**src/rtl/control_unit_seq_pkg.sv**
```systemverilog
// Decode field types shared by control_unit_seq and anything that consumes its
// outputs (datapath muxes, ALU, register file).
package control_unit_seq_pkg;

    localparam logic [5:0] OPC_RTYPE = 6'h00;
    localparam logic [5:0] OPC_J     = 6'h02;
    localparam logic [5:0] OPC_JAL   = 6'h03;
    localparam logic [5:0] OPC_BEQ   = 6'h04;
    localparam logic [5:0] OPC_BNE   = 6'h05;
    localparam logic [5:0] OPC_ADDI  = 6'h08;
    localparam logic [5:0] OPC_ADDIU = 6'h09;
    localparam logic [5:0] OPC_SLTI  = 6'h0A;
    localparam logic [5:0] OPC_SLTIU = 6'h0B;
    localparam logic [5:0] OPC_ANDI  = 6'h0C;
    localparam logic [5:0] OPC_ORI   = 6'h0D;
    localparam logic [5:0] OPC_XORI  = 6'h0E;
    localparam logic [5:0] OPC_LUI   = 6'h0F;
    localparam logic [5:0] OPC_LW    = 6'h23;
    localparam logic [5:0] OPC_SW    = 6'h2B;
    localparam logic [5:0] OPC_HALT  = 6'h3F;

    typedef enum logic [5:0] {
        OP_SLL, OP_SRL, OP_JR, OP_MULT, OP_MULTU, OP_DIV, OP_DIVU,
        OP_ADD, OP_ADDU, OP_SUB, OP_SUBU, OP_AND, OP_OR, OP_XOR, OP_NOR,
        OP_SLT, OP_SLTU, OP_BEQ, OP_BNE, OP_ADDI, OP_ADDIU, OP_SLTI, OP_SLTIU,
        OP_ANDI, OP_ORI, OP_XORI, OP_LUI, OP_LW, OP_SW, OP_J, OP_JAL,
        OP_HALT, OP_ILLEGAL
    } opfunc_t;

    typedef enum logic [1:0] {RD_RT, RD_RD, RD_RA} regdst_t;
    typedef enum logic [1:0] {MTR_ALU, MTR_MEM, MTR_PC} memtoreg_t;
    typedef enum logic [1:0] {EXT_ZERO, EXT_SIGN, EXT_LUI} extop_t;
    typedef enum logic [3:0] {
        ALU_SLL, ALU_SRL, ALU_ADD, ALU_SUB, ALU_AND, ALU_OR, ALU_XOR,
        ALU_NOR, ALU_SLT, ALU_SLTU
    } aluop_t;

endpackage

```
**src/rtl/control_unit_seq.sv**
```systemverilog
// Sequenced MIPS control unit: holds the fetched instruction, decodes it and
// steps the register-file / data-memory / PC strobes through a small FSM.
//
// state   | meaning
// FETCH   | waiting for ihit, captures instr into instr_q
// EXEC    | single-cycle ops retire here; others branch to MEM/LONG/HALTED
// MEM     | load/store request held until dhit, retire on the dhit cycle
// LONG    | multiply/divide latency countdown, retire when cnt reaches 0
// HALTED  | sticky halt, only RST leaves
module control_unit_seq
    import control_unit_seq_pkg::*;
#(
    parameter int MUL_LAT         = 4,
    parameter int DIV_LAT         = 16,
    parameter bit HALT_ON_ILLEGAL = 1'b1
) (
    input  logic        CLK,
    input  logic        RST,
    input  logic [31:0] instr,
    input  logic        ihit,
    input  logic        dhit,
    output opfunc_t     opfunc,
    output regdst_t     RegDst,
    output memtoreg_t   MemtoReg,
    output logic        ALUSrc,
    output extop_t      ExtOp,
    output aluop_t      ALUOp,
    output logic        RegWEN,
    output logic        dRENi,
    output logic        dWENi,
    output logic        pc_en,
    output logic        busy,
    output logic        halt
);

    localparam int MAX_LAT = (MUL_LAT > DIV_LAT) ? MUL_LAT : DIV_LAT;
    localparam int CNT_W   = $clog2(MAX_LAT + 1);
    localparam logic [CNT_W-1:0] MUL_CNT = CNT_W'(MUL_LAT - 1);
    localparam logic [CNT_W-1:0] DIV_CNT = CNT_W'(DIV_LAT - 1);

    typedef enum logic [2:0] {S_FETCH, S_EXEC, S_MEM, S_LONG, S_HALTED} state_t;

    state_t             state_q;
    logic [31:0]        instr_q;
    logic [CNT_W-1:0]   cnt_q;

    logic [5:0] opcode;
    logic [5:0] funct;
    logic       wr_reg;
    logic       unused_fields;

    assign opcode        = instr_q[31:26];
    assign funct         = instr_q[5:0];
    assign unused_fields = ^instr_q[25:6];

    always_comb begin
        opfunc   = OP_ILLEGAL;
        RegDst   = RD_RT;
        MemtoReg = MTR_ALU;
        ALUSrc   = 1'b0;
        ExtOp    = EXT_ZERO;
        ALUOp    = ALU_ADD;
        wr_reg   = 1'b0;
        case (opcode)
            OPC_RTYPE: begin
                RegDst = RD_RD;
                wr_reg = 1'b1;
                case (funct)
                    6'h00: begin opfunc = OP_SLL;  ALUOp = ALU_SLL;  end
                    6'h02: begin opfunc = OP_SRL;  ALUOp = ALU_SRL;  end
                    6'h08: begin opfunc = OP_JR;   wr_reg = 1'b0;    end
                    6'h18: opfunc = OP_MULT;
                    6'h19: opfunc = OP_MULTU;
                    6'h1A: opfunc = OP_DIV;
                    6'h1B: opfunc = OP_DIVU;
                    6'h20: begin opfunc = OP_ADD;  ALUOp = ALU_ADD;  end
                    6'h21: begin opfunc = OP_ADDU; ALUOp = ALU_ADD;  end
                    6'h22: begin opfunc = OP_SUB;  ALUOp = ALU_SUB;  end
                    6'h23: begin opfunc = OP_SUBU; ALUOp = ALU_SUB;  end
                    6'h24: begin opfunc = OP_AND;  ALUOp = ALU_AND;  end
                    6'h25: begin opfunc = OP_OR;   ALUOp = ALU_OR;   end
                    6'h26: begin opfunc = OP_XOR;  ALUOp = ALU_XOR;  end
                    6'h27: begin opfunc = OP_NOR;  ALUOp = ALU_NOR;  end
                    6'h2A: begin opfunc = OP_SLT;  ALUOp = ALU_SLT;  end
                    6'h2B: begin opfunc = OP_SLTU; ALUOp = ALU_SLTU; end
                    default: begin opfunc = OP_ILLEGAL; wr_reg = 1'b0; end
                endcase
            end
            OPC_J:     opfunc = OP_J;
            OPC_JAL:   begin opfunc = OP_JAL; RegDst = RD_RA; MemtoReg = MTR_PC; wr_reg = 1'b1; end
            OPC_BEQ:   begin opfunc = OP_BEQ; ExtOp = EXT_SIGN; ALUOp = ALU_SUB; end
            OPC_BNE:   begin opfunc = OP_BNE; ExtOp = EXT_SIGN; ALUOp = ALU_SUB; end
            OPC_ADDI:  begin opfunc = OP_ADDI;  ALUSrc = 1'b1; ExtOp = EXT_SIGN; ALUOp = ALU_ADD;  wr_reg = 1'b1; end
            OPC_ADDIU: begin opfunc = OP_ADDIU; ALUSrc = 1'b1; ExtOp = EXT_SIGN; ALUOp = ALU_ADD;  wr_reg = 1'b1; end
            OPC_SLTI:  begin opfunc = OP_SLTI;  ALUSrc = 1'b1; ExtOp = EXT_SIGN; ALUOp = ALU_SLT;  wr_reg = 1'b1; end
            OPC_SLTIU: begin opfunc = OP_SLTIU; ALUSrc = 1'b1; ExtOp = EXT_SIGN; ALUOp = ALU_SLTU; wr_reg = 1'b1; end
            OPC_ANDI:  begin opfunc = OP_ANDI;  ALUSrc = 1'b1; ALUOp = ALU_AND; wr_reg = 1'b1; end
            OPC_ORI:   begin opfunc = OP_ORI;   ALUSrc = 1'b1; ALUOp = ALU_OR;  wr_reg = 1'b1; end
            OPC_XORI:  begin opfunc = OP_XORI;  ALUSrc = 1'b1; ALUOp = ALU_XOR; wr_reg = 1'b1; end
            // lui ORs the shifted immediate onto rs, which the encoding fixes at $0
            OPC_LUI:   begin opfunc = OP_LUI; ALUSrc = 1'b1; ExtOp = EXT_LUI; ALUOp = ALU_OR; wr_reg = 1'b1; end
            OPC_LW:    begin opfunc = OP_LW; ALUSrc = 1'b1; ExtOp = EXT_SIGN; MemtoReg = MTR_MEM; wr_reg = 1'b1; end
            OPC_SW:    begin opfunc = OP_SW; ALUSrc = 1'b1; ExtOp = EXT_SIGN; end
            OPC_HALT:  opfunc = OP_HALT;
            default:   opfunc = OP_ILLEGAL;
        endcase
    end

    logic is_mem, is_lw, is_mul, is_div, stop;

    assign is_lw  = (opfunc == OP_LW);
    assign is_mem = is_lw || (opfunc == OP_SW);
    assign is_mul = (opfunc == OP_MULT) || (opfunc == OP_MULTU);
    assign is_div = (opfunc == OP_DIV)  || (opfunc == OP_DIVU);
    assign stop   = (opfunc == OP_HALT) || ((opfunc == OP_ILLEGAL) && HALT_ON_ILLEGAL);

    always_ff @(posedge CLK) begin
        if (RST) begin
            state_q <= S_FETCH;
            instr_q <= '0;
            cnt_q   <= '0;
        end else begin
            case (state_q)
                S_FETCH: begin
                    if (ihit) begin
                        instr_q <= instr;
                        state_q <= S_EXEC;
                    end
                end
                S_EXEC: begin
                    if (stop) begin
                        state_q <= S_HALTED;
                    end else if (is_mem) begin
                        state_q <= S_MEM;
                    end else if (is_mul) begin
                        cnt_q   <= MUL_CNT;
                        state_q <= S_LONG;
                    end else if (is_div) begin
                        cnt_q   <= DIV_CNT;
                        state_q <= S_LONG;
                    end else begin
                        state_q <= S_FETCH;
                    end
                end
                S_MEM: begin
                    if (dhit) state_q <= S_FETCH;
                end
                S_LONG: begin
                    if (cnt_q == '0) state_q <= S_FETCH;
                    else             cnt_q   <= cnt_q - CNT_W'(1);
                end
                S_HALTED: state_q <= S_HALTED;
                default:  state_q <= S_FETCH;
            endcase
        end
    end

    // Moore strobes; only the MEM retire looks at dhit in the same cycle
    always_comb begin
        RegWEN = 1'b0;
        dRENi  = 1'b0;
        dWENi  = 1'b0;
        pc_en  = 1'b0;
        case (state_q)
            S_EXEC: begin
                if (!stop && !is_mem && !is_mul && !is_div) begin
                    pc_en  = 1'b1;
                    RegWEN = wr_reg;
                end
            end
            S_MEM: begin
                dRENi = is_lw;
                dWENi = !is_lw;
                if (dhit) begin
                    pc_en  = 1'b1;
                    RegWEN = is_lw;
                end
            end
            S_LONG: begin
                if (cnt_q == '0) begin
                    pc_en  = 1'b1;
                    RegWEN = 1'b1;
                end
            end
            default: ;
        endcase
    end

    assign busy = (state_q != S_FETCH);
    assign halt = (state_q == S_HALTED);

endmodule

```
**config.mk**
```make
export PLATFORM = sky130hd
export DESIGN_NAME = control_unit_seq
export DESIGN_NICKNAME = d
export VERILOG_FILES = /design/src/rtl/control_unit_seq_pkg.sv /design/src/rtl/control_unit_seq.sv
export SDC_FILE = /design/constraint.sdc
export NUM_CORES = 1
export LEC_CHECK = 0
export CAP_MARGIN = 20
export CORE_ASPECT_RATIO = 1.25
export CORE_MARGIN = 3
export CORE_UTILIZATION = 43
export CTS_BUF_LIST = sky130_fd_sc_hd__clkbuf_8
export DETAILED_ROUTE_END_ITERATION = 7
export GPL_TIMING_DRIVEN = 0
export PLACE_DENSITY = 0.78
export SLEW_MARGIN = 5
export SYNTH_ARGS = -nofsm -noshare
export SYNTH_HDL_FRONTEND = slang
export SYNTH_SLANG_ARGS = --single-unit
```
**constraint.sdc**
```tcl
create_clock -name CLK -period 2.2 [get_ports CLK]
set_input_delay 0.33 -clock CLK [delete_from_list [all_inputs] [get_ports CLK]]
set_output_delay 0.33 -clock CLK [all_outputs]
set_load 0.05 [all_outputs]
```
---- Yosys cells after proc, flatten, opt, wreduce, memory -nomap -nowiden ----
Cells that the tools add are included.
word-level totals
  ROM bits ................................ 0
  register bits after elaboration ......... 40
  memory bits (writable) .................. 0
  bits in latches ......................... 0
  memories kept ........................... 0
  word-level logic and storage cells ...... 115
cells by class
  multipliers ............................. 0
  reductions and logical operators ........ 28
  divide/modulo/power cells ............... 0
  shifts and indexed selects .............. 0
  bitwise operators ....................... 0
  muxes and demuxes ....................... 33
  magnitude comparators ................... 0
  add/sub/neg operators ................... 1
  eq/ne operators ......................... 50
operators with widths
  cell                                                             number
  6-bit one-hot mux with 17 select lines                           1
  6-bit one-hot mux with 16 select lines                           1
  6-bit == test, second input constant                             14
  6-bit by 4-bit == test with 1-bit output, second input constant  9
  6-bit by 5-bit == test with 1-bit output, second input constant  7
  4-bit one-hot mux with 9 select lines                            1
  6-bit by 3-bit == test with 1-bit output, second input constant  5
  4-bit one-hot mux with 7 select lines                            1
  5-bit two-way mux                                                5
  6-bit by 2-bit == test with 1-bit output, second input constant  4
  10-bit OR reduction                                              2
  16-bit OR reduction                                              1
  3-bit one-hot mux with 5 select lines                            1
  6-bit zero test                                                  2
  3-bit two-way mux                                                4
  2-bit != test, second input constant                             6
  2-bit one-hot mux with 2 select lines                            3
  5-bit one-hot mux with 2 select lines                            1
  1-bit two-way mux                                                9
  8-bit OR reduction                                               1
  3-bit by 2-bit == test with 1-bit output, second input constant  2
  2-bit two-way mux                                                3
  1-bit one-hot mux with 3 select lines                            2
  2-bit OR reduction                                               3
  other kinds (15)                                                 24

---- Depth between registers and ports, before layout ----
Gate-level depths: netlist (run 1).
  depth in word-level cells ............... 11
  mapped depth ............................ 10

---- Worst setup path before layout (run 1) ----
Ideal clock, no wire load.
  path type ............................... flip-flop to output port
  from .................................... register instr_q[26]
  to ...................................... output port RegWEN
  slack ................................... -1.699 ns
  required time ........................... 1.870 ns
  arrival ................................. 3.569 ns
  stages on the path, launching flop included .. 7
  path through ............................ dfxtp_1 -> or4_4 -> or2_4 -> o32ai_2 -> or3_1 -> nor2_1 -> o32ai_1
on the way
  cells in the longest elaborated chain, start to end .. 10
ends and longest elaborated chain
  item                                                              RTL line                                          source
  start, declared                                                   control_unit_seq.sv:44                            logic [31:0] instr_q;
  start signal, assigned                                            control_unit_seq.sv:126                           instr_q <= instr;
  6-bit == test (tied with other cells)                             control_unit_seq.sv:64                            case (opcode)
  6-bit one-hot mux with 16 select lines *                          control_unit_seq.sv:64
  named net opfunc[5]                                               control_unit_seq.sv:22                            output opfunc_t opfunc,
  6-bit by 5-bit == test with 1-bit output (tied with other cells)  control_unit_seq.sv:115                           assign stop = (opfunc == OP_HALT) || ((opfunc == OP_ILLEGAL) && HALT_ON_ILLEGAL);
  1-bit logical OR, on equally long branches                        control_unit_seq.sv:115, control_unit_seq.sv:112
  1-bit zero test                                                   control_unit_seq.sv:166                           if (!stop && !is_mem && !is_mul && !is_div) begin
  1-bit logical AND (3 in a row)                                    control_unit_seq.sv:166
  1-bit two-way mux                                                 control_unit_seq.sv:166
  1-bit one-hot mux with 3 select lines *                           control_unit_seq.sv:164                           case (state_q)
  end, declared                                                     control_unit_seq.sv:28                            output logic RegWEN,
Mark *: on every way through the listed nets, which the timed path passes. The rest lies on a longest branch.

---- Final worst setup path (run 1) ----
  from .................................... register instr_q[26]
  to ...................................... output port RegWEN
on the way
  cells in the longest elaborated chain, start to end .. 10
ends and longest elaborated chain
  item                                                              RTL line
  6-bit == test (tied with other cells)                             control_unit_seq.sv:64
  6-bit one-hot mux with 16 select lines                            control_unit_seq.sv:64
  6-bit by 5-bit == test with 1-bit output (tied with other cells)  control_unit_seq.sv:115
  1-bit logical OR, on equally long branches                        control_unit_seq.sv:115, control_unit_seq.sv:112
  1-bit zero test                                                   control_unit_seq.sv:166
  1-bit logical AND (3 in a row)                                    control_unit_seq.sv:166
  1-bit two-way mux                                                 control_unit_seq.sv:166
  1-bit one-hot mux with 3 select lines *                           control_unit_seq.sv:164
Mark *: on every way between the ends. The rest lies on a longest branch, timed or not.

==> results.md, run 1 <==
- Total GRT Usage: 0.217
- Total Power: around 0.0015 W
- CP delay by family, top: simple AND/OR/NAND/NOR gates
- Port Buffers: 37
- CP Data Required Time: roughly 1900 ps
- Post-synth net total: 303
- Pre-antenna DRT Iters: 4
- Placer Congestion: around 0.95
- Die width: between 60 and 70 microns
- Worst setup EP type: output pin
- Worst setup slack after layout: -709 ps
- Final core occ: 0.678
- Pins Over Slew Limit: 0
- Top-Level Pins: a little under 60
- Slew @ Worst Pin: slightly above 700 ps
- CTS Buf Count: 3
- RSZ-0062 raised after global routing: true
- R2r endpoint: cnt_q[2]
- Global-route wire length before repair: 9030 microns
- Post-DP HPWL: roughly 4000 microns
- Die footprint: about 5000 sq um
- Reg2Reg Depth: 10
- Sequential share of the synthesized area: 0.221
- Total congestion overflow: 0
- Core Area: 3910 sq um
- Vias per cell: 5.72
- Wire length on met3: 241 microns
- Leakage Power: ~1 nW
- Largest stage delay, worst path: 590 ps
- Storage cell area: 409 sq um
- Initial drt markers: 163
- Outcome: finished with violations
- Max-slew headroom: 0.515
- Stages on worst setup path: 9
- CTS root buffer: clkbuf_8
- Main synth FF type: dfxtp_1
- Via count: between 2000 and 2500
- Initial antenna violation count: 0
- Syn-to-layout area delta: 46.2%
- Synth unique cells: 62
- Worst EP arrival: 2580 ps
- CP endpoint: RegWEN
- Yosys warning total: 0
- R2R Path Start: instr_q[26]
- Met2 Wirelength: between 2000 and 3000 microns
- Crit share post-route: 1.32
- Worst path bufs/invs: 2
- Area of the multi-input gates: ~1500 sq um
- Post-route ant nets: 0
- EDFF count, synth: 0
- Startpoint types: flop
- Async set or reset register ratio after synthesis: 0
- Wire length on met1: about 2400 microns
- Synthesized area: about 1800 sq um
- Share of cells above drive strength 1: 0.341
- Final wirelength: 5450 microns
- # diodes: 0
- Worst path cell trace: or4_4 > or2_4 > clkinv_4 > o31ai_4 > a32oi_2 > xor2_2 > nor2_2 > o32ai_4 > buf_6
- Fillcell total: 337
- Syn Area/Cell: ~6.8 sq um
- Max VDD drop: ~480 uV
- Worst-path fanout max: 5
- Commonest non-fill, non-tap cell in the layout: nand2_1
- Number of clock sinks: 20
- Pin count of the biggest net entering global routing: 12
- Initial Util: 0.464
- Setup Slack @ Placement: -1400 ps
- Setup TNS: -4480 ps
- PwrDens: between 500 and 600 nW/um^2
- H-tree depth: 1
- Die H: around 80 microns
- Layout Skew: 1.97 ps
- Std-Cell Rows: 25
- Later-pin clock latency in the skew report: around 250 ps
- Hold Path Class: in -> reg
- Uppermost layer routed: met4
- Minimum clock period: about 2900 ps
- Failing checks: negative setup slack
- Most frequent cells in the layout: 44 x nand2_1, 33 x a21oi_1, 18 x buf_4
- DR WL/cell: 14.7 microns
- Clk pin slew, worst setup/hold paths: 70 ps
- Vias in the first global route: roughly 2000
- Max Buffers Root-to-Sink: 2
- Net total in the final layout: about 360
- Register bit count reported by yosys: 20
- Cts-stage hold buffer count: 0
- TritonCTS clock tree: built
- Slowest stage cell, crit path: or4_4
- Crit path kind: reg -> out
- Hold slack final: between 400 and 500 ps
- DRC viols: 0
- Flop2flop setup slack: -440 ps
- Final setup vio count: 15
- Final Hold Viols: 0
- Synth Instances: between 200 and 300
- Fmax: between 300 and 400 MHz
- Crit path launch: instr_q[26]
- Max-cap violations: 0
## state kept, by name, summed over array words and instances, names as in the netlist
| signal | cells |
|---|---|
| cnt_q | 5 |
| instr_q | 12 |
| state_q | 3 |
## power breakdown
group	internal, W	switching [W]	total [W]
sequential	0.000387	0.0000266	0.000413
combinational	0.000340	0.000498	0.000838
clock	0.000159	0.000114	0.000273
total	0.000886	0.000639	0.00152
## cells by family after synthesis
kind of cell,after synthesis,synth area share
compound gates,79,0.296
flops,20,0.221
simple gates,129,0.373
xor+xnor,2,0.0138
mux,1,0.00552
fa+ha+maj,2,0.0138
buf+inv,32,0.0766
## routing by layer
layer / vias to the layer above / GRT usage
met5: - / 0
met1: 980 / 0.291
met2: 76 / 0.366
li1: 1057 / -
met3: 8 / 0.0114
met4: 0 / 0.0756
## repair_timing
item / in CTS / in global routing
resized for setup: 153 / 39
buffers inserted: 8 / 6
cloned: 1 / 0
pin swaps: 6 / 9
endpoints found under the setup margin: 29 / 29
## per-stage QoR
step	std cells	area [sq um]
after floorplan	265	1900
after global routing	371	2650
after global placement	356	2330
after detailed placement	356	2330
after CTS	368	2540
final	371	2650
## worst min path at each step
| stage | startpoint | to | slack, ps | depth (start not counted) |
|---|---|---|---|---|
| 3_5_place_dp | cnt_q[4] | cnt_q[4] | 490 | 2 |
| 4_1_cts | RST | instr_q[31] | 460 | 2 |
| 6_report | RST | instr_q[2] | 470 | 2 |
| 2_1_floorplan | cnt_q[4] | cnt_q[4] | 450 | 2 |
| 5_1_grt | RST | instr_q[3] | 490 | 2 |
| 3_3_place_gp | cnt_q[4] | cnt_q[4] | 470 | 2 |
## synth_stat cells, drive strengths merged (2+ instances only)
cell / number / area [sq um]
nand2: 45 / 169
a21oi: 38 / 190
dfxtp: 20 / 400
nor2: 16 / 60.1
nor3: 13 / 65.1
o21ai: 12 / 60.1
inv: 11 / 41.3
buf: 10 / 51.3
clkbuf: 10 / 37.5
nand2b: 8 / 50.1
or2: 8 / 52.6
nand3: 6 / 30.0
nor2b: 4 / 25.0
nor4: 4 / 31.3
o32ai: 4 / 42.6
or3: 4 / 25.0
a211oi: 3 / 32.5
nand3b: 3 / 22.5
nand4: 3 / 18.8
nor3b: 3 / 22.5
or3b: 3 / 26.3
or4: 3 / 26.3
a2bb2oi: 2 / 35.0
a31oi: 2 / 12.5
a32oi: 2 / 25.0
ha: 2 / 25.0
o32a: 2 / 20.0
or4b: 2 / 20.0
xor2: 2 / 25.0
## final cells by class
type,instances,share of cell area
clock buffer,4,0.0208
inverter,12,0.0198
sequential,20,0.154
buffer,19,0.0453
tap,54,0.0255
timing repair buffer,48,0.168
multi-input combinational,214,0.567
Note: power is estimated with default switching activity, not from simulation.
==> run 2, diff against run 1 <==
SETUP_SLACK_MARGIN = 0.5   (was default)
==> run 2 against run 1 <==
Effect of this change:
- largest power group unchanged
- routed wire length up 21%
- global-route usage up 2.6 points
- clock skew down 0.78 ps
- sequential power about the same
- the flow still finishes with violations (negative setup slack)
- flip-flop and latch count unchanged
- die area unchanged
- sequential share of layout area down 1.5 points
==> results.md, run 2 (same netlist as run 1, synthesis figures left out) <==
- Max Buffers Root-to-Sink: 2 (unchanged)
- Pin count of the biggest net entering global routing: 11 (-1)
- Net total in the final layout: 369 (+3.7%)
- Total congestion overflow: 0 (unchanged)
- Vias per cell: 6.17 (+7.9%)
- Setup Slack @ Placement: -1320 ps (+80.9 ps)
- Worst setup EP type: output pin
- Crit path launch: instr_q[27]
- Via count: 2363 (+11%)
- Max VDD drop: 426 uV (-12%)
- H-tree depth: 1 (unchanged)
- Final setup vio count: 17 (+2)
- Worst path cell trace: or4_4 > or2_4 > clkinv_4 > o31ai_4 > a32oi_2 > xor2_2 > nor2_2 > o32ai_4 > buf_6
- Hold Path Class: in -> reg
- Worst-path fanout max: 4 (-1)
- Crit path kind: reg -> out
- Slew @ Worst Pin: 756 ps (+31.4 ps)
- Later-pin clock latency in the skew report: 250 ps (about the same)
- R2R Path Start: instr_q[27]
- Commonest non-fill, non-tap cell in the layout: nand2_1
- Max-cap violations: 0 (unchanged)
- Pre-antenna DRT Iters: 6 (+2)
- Top-Level Pins: 59 (unchanged)
- Biggest regs: instr_q x12, cnt_q x5, state_q x3
- Startpoint types: flop
- Pins Over Slew Limit: 0 (unchanged)
- RSZ-0062 raised after global routing: true
- Die footprint: 5040 sq um (unchanged)
- Post-DP HPWL: 4080 microns (+3.4%)
- Total GRT Usage: 0.243 (+0.0259)
- Clk pin slew, worst setup/hold paths: 70 ps (about the same)
- CTS Buf Count: 3 (unchanged)
- Initial Util: 0.464 (unchanged)
- Slowest stage cell, crit path: or4_4
- Final Hold Viols: 0 (unchanged)
- Crit share post-route: 1.37 (+0.0441)
- Number of flip-flops in the largest register: 12 (unchanged)
- Failing checks: negative setup slack
- Largest register by flop count: instr_q
- Fillcell total: 273 (-19%)
- Layout Skew: 1.19 ps (-0.779 ps)
- Cts-stage hold buffer count: 0 (unchanged)
- DRC viols: 0 (unchanged)
- DP Area: 2410 sq um (+3.4%)
- Worst EP arrival: 2680 ps (+100 ps)
- CP Data Required Time: 1870 ps (about the same)
- Die width: 64.1 microns (unchanged)
- Final instance area: 2930 sq um (+11%)
- Outcome: finished with violations
- Hold path start: RST
- Global-route wire length before repair: 10000 microns (+11%)
- Share of cells above drive strength 1: 0.407 (+0.0666)
- Final wirelength: 6570 microns (+21%)
- Most frequent cells in the layout: 43 x nand2_1, 28 x a21oi_1, 24 x buf_4
- Die H: 78.6 microns (unchanged)
- Core Area: 3910 sq um (unchanged)
- Worst setup slack after layout: -806 ps (-97.1 ps)
- Syn-to-layout area delta: 61.8%
- Initial drt markers: 277 (+70%)
- Max-slew headroom: 0.494 (-0.0210)
- Vias in the first global route: 2166 (+9.2%)
- Std-Cell Rows: 25 (unchanged)
- Largest stage delay, worst path: 570 ps (-20 ps)
- DR WL/cell: 17.2 microns (+17%)
- Port Buffers: 37 (unchanged)
- Placer Congestion: 0.920 (-2.7%)
- CTS root buffer: clkbuf_8
- # diodes: 0 (unchanged)
- Number of clock sinks: 20 (unchanged)
- Initial antenna violation count: 0 (unchanged)
- Fmax: 333 MHz (-3.2%)
- TritonCTS clock tree: built
- Minimum clock period: 3010 ps (+97.1 ps)
- PwrDens: 561 nW/um^2 (-2.4%)
- Leakage Power: 1.13 nW (+11%)
- Post-route ant nets: 0 (unchanged)
## run 2: power breakdown
part / switching (W) / total, W / internal [W]
registers: 0.0000240 / 0.000410 / 0.000386
logic: 0.000566 / 0.00101 / 0.000442
clock network: 0.000108 / 0.000229 / 0.000122
## run 2: cell type report
| type | count | area (sq um) | area share |
|---|---|---|---|
| multi-input cells | 214 | 1610 | 0.547 |
| repair buffers | 60 | 593 | 0.202 |
| flip-flops and latches | 20 | 409 | 0.140 |
| plain buffers | 20 | 164 | 0.0559 |
| well taps | 54 | 67.6 | 0.0230 |
| inverters | 12 | 52.6 | 0.0179 |
| clock buffers | 3 | 41.3 | 0.0141 |
## run 2: worst paths after layout
| check | slack, ps | endpoint | cells after the start |
|---|---|---|---|
| min | 480 | instr_q[4] | 2 |
| min reg2reg | 490 | cnt_q[4] | 2 |
| max reg2reg | -560 | cnt_q[2] | 11 |
| max | -810 | RegWEN | 9 |
## run 2: critical path: cells and delay by family, from the launching register on
family | cells | cell delay, ps
DFF | 1 | 330
and+or+nand+nor | 3 | 950
AOI/OAI and AO/OA | 3 | 640
xor gates and xnor gates | 1 | 210
buffers and inverters | 2 | 280
## run 2: timing repair
item | CTS | global route
buffers inserted | 19 | 4
cloned | 1 | 0
setup endpoints to repair | 41 | 37
pin swaps | 16 | 8
resized for setup | 215 | 18
## run 2: metrics by stage
step	power, W	utilization	instances	setup TNS [ps]	hold WS, ps
after detailed placement	0.00115	0.617	356	-11160	472
final	0.00165	0.750	383	-6180	477
after CTS	0.00158	0.729	379	-4430	480
after floorplan	0.000951	-	265	-4300	454
after global routing	0.00172	0.750	383	-7630	506
after global placement	0.00114	0.617	356	-10680	470
## run 2: layer usage
metal / routed length (microns) / up-vias / GRT usage
li1: - / 1084 / -
met3: 441 / 40 / 0.0286
met4: 293 / 0 / 0.121
met1: 2560 / 1088 / 0.291
met2: 3280 / 151 / 0.422
met5: 0 / - / 0
==> run 3, diff against run 2 <==
CORE_ASPECT_RATIO = 0.5   (was 1.25)
==> run 3 against run 2 <==
Effect of this change:
- the run still ends with negative setup slack left
- setup slack improved by 46 ps
- sequential share of layout area fell by 0.52 points
- critical endpoint unchanged
- largest power group unchanged
- critical path depth did not move
- register-to-register slack got worse by 20 ps
- via count rose by 4.3%
==> results.md, run 3 (same netlist as run 1, synthesis figures left out) <==
- Outcome: finished with violations
- Failing checks: negative setup slack
- Pin count of the biggest net entering global routing: 11 (unchanged)
- CTS Buf Count: 3 (unchanged)
- Grt met2 use: 0.462 (+0.0398)
- Worst path cell trace: or4_4 > or2_4 > clkinv_4 > o31ai_4 > a32oi_2 > xor2_2 > nor2_2 > o32ai_4 > buf_6
- TritonCTS clock tree: built
- Flop2flop setup slack: -580 ps (-20 ps)
- Max Buffers Root-to-Sink: 2 (unchanged)
- Core Area: 3730 sq um (-4.5%)
- Largest register by flop count: instr_q
- Number of clock sinks: 20 (unchanged)
- Number of flip-flops in the largest register: 12 (unchanged)
- Final Hold Viols: 0 (unchanged)
- Initial drt markers: 358 (+29%)
- Via count: 2465 (+4.3%)
- PwrDens: 574 nW/um^2 (+2.2%)
- Cts-stage hold buffer count: 0 (unchanged)
- Layout Skew: 1.52 ps (+0.331 ps)
- CP Data Required Time: 1870 ps (about the same)
- Crit path kind: reg -> out
- CP endpoint: RegWEN
- Startpoint types: flop
- CP delay by family, top: simple AND/OR/NAND/NOR gates
- Worst setup slack after layout: -761 ps (+45.5 ps)
- Hold Path Class: reg -> reg
- Initial antenna violation count: 0 (unchanged)
- Fmax: 338 MHz (+1.5%)
- Final setup vio count: 21 (+4)
- Clk pin slew, worst setup/hold paths: 70 ps (about the same)
- Post-DP HPWL: 4240 microns (+4.0%)
- GR Util met3: 0.0643 (+0.0356)
- RSZ-0062 raised after global routing: true
- Stages on worst setup path: 9 (unchanged)
- Slew @ Worst Pin: 718 ps (-37.4 ps)
- Biggest regs: instr_q x12, cnt_q x5, state_q x3
- Setup Slack @ Placement: -1300 ps (+19.8 ps)
- DR WL/cell: 19.5 microns (+14%)
- Placer Congestion: 0.884 (-3.9%)
- Die width: 97.8 microns (+53%)
- GR peak layer: met2
- Initial Util: 0.485 (+0.0217)
- Worst path bufs/invs: 2 (unchanged)
- # diodes: 0 (unchanged)
- Final wirelength: 7520 microns (+14%)
- Crit path launch: instr_q[27]
- H-tree depth: 1 (unchanged)
- M1 GR Usage: 0.330 (+0.0389)
- Worst setup EP type: output pin
- Max VDD drop: 354 uV (-17%)
- Worst-path fanout max: 3 (-1)
- Largest stage delay, worst path: 580 ps (about the same)
- Storage cell area: 413 sq um (+0.92%)
- Most frequent cells in the layout: 42 x nand2_1, 26 x a21oi_1, 25 x buf_6
- Die H: 51.9 microns (-34%)
- Crit share post-route: 1.35 (-0.0207)
- Vias per cell: 6.39 (+3.5%)
- Max-slew headroom: 0.519 (+0.0250)
- Std-Cell Rows: 15 (-40%)
- Commonest non-fill, non-tap cell in the layout: nand2_1
- Total congestion overflow: 0 (unchanged)
- DRC viols: 0 (unchanged)
- Total GRT Usage: 0.266 (+0.0227)
- Hold path cells: 2 (unchanged)
- CTS root buffer: clkbuf_8
- Pins Over Slew Limit: 0 (unchanged)
- Vias in the first global route: 2253 (+4.0%)
- Port Buffers: 37 (unchanged)
- Max-cap violations: 0 (unchanged)
- Slowest stage cell, crit path: or4_4
- Cells after DPL: 353 (-0.84%)
- R2R Path Start: instr_q[27]
- Net total in the final layout: 375 (+1.6%)
- Syn-to-layout area delta: 69.6%
- Worst EP arrival: 2630 ps (-50 ps)
- Top-Level Pins: 59 (unchanged)
- Share of cells above drive strength 1: 0.469 (+0.0614)
- Post-route ant nets: 0 (unchanged)
- Pre-antenna DRT Iters: 7 (+1)
- Leakage Power: 1.19 nW (+4.8%)
- Final cell count without fillers: 386 (+0.78%)
- Die footprint: 5080 sq um (+0.85%)
- Later-pin clock latency in the skew report: 260 ps (about the same)
- Reg2Reg Depth: 13 (+2)
- Area of the multi-input gates: 1660 sq um (+3.7%)
- Global-route wire length before repair: 11000 microns (+9.9%)
- R2r endpoint: cnt_q[3]
- Minimum clock period: 2960 ps (-45.5 ps)
- Fillcell total: 201 (-26%)
## run 3: cell count changes in the layout (fill, tap and decap cells not counted), sizes merged
cell	delta
buf	+8
clkbuf	-2
## run 3: worst min-delay path by stage
stage	startpoint	slack, ps	end
final	cnt_q[4]	490	cnt_q[4]
after global routing	cnt_q[3]	530	cnt_q[3]
after CTS	RST	480	cnt_q[4]
after detailed placement	cnt_q[4]	480	cnt_q[4]
after global placement	cnt_q[4]	470	cnt_q[4]
after floorplan	cnt_q[4]	450	cnt_q[4]
## run 3: layout make-up
cell class,instances,share of cell area
clock buffer,3,0.0134
multi-input combinational,214,0.541
sequential,20,0.134
inverter,12,0.0163
tap,51,0.0208
buffer,20,0.0549
timing repair buffer,66,0.219
## run 3: power by group
group	total (W)	leakage, nW	switching, W	internal [W]
Clock	0.000238	0.0216	0.000116	0.000122
Sequential	0.000414	0.167	0.0000272	0.000387
Combinational	0.00111	0.997	0.000615	0.000496
Total	0.00176	1.19	0.000759	0.00101
## run 3: what timing repair did
item	in CTS	in global routing
setup buffers	18	11
cloned	1	0
resized for setup	226	37
endpoints found under the setup margin	41	40
pin swaps	15	11
## run 3: tightest hold or removal path, cell delays in order (launching register included)
cell     delay [ps]
dfxtp_1         320
o21ai_1          70
a21oi_1          60
## run 3: metal layers
layer,share of wire,wire [microns]
met1,0.41,3060
met2,0.46,3490
met3,0.086,648
met4,0.044,330
met5,0,0
## run 3: metrics by stage
step | hold slack [ps] | total power [W] | TNS [ps] | utilization | area (sq um)
CTS | 480 | 0.00161 | -4480 | 0.774 | 2890
detailed placement | 481 | 0.00115 | -10890 | 0.645 | 2410
global placement | 467 | 0.00114 | -10230 | 0.645 | 2410
finish | 492 | 0.00176 | -6640 | 0.823 | 3070
global route | 529 | 0.00182 | -7520 | 0.823 | 3070
floorplan | 454 | 0.000951 | -4300 | - | 1980
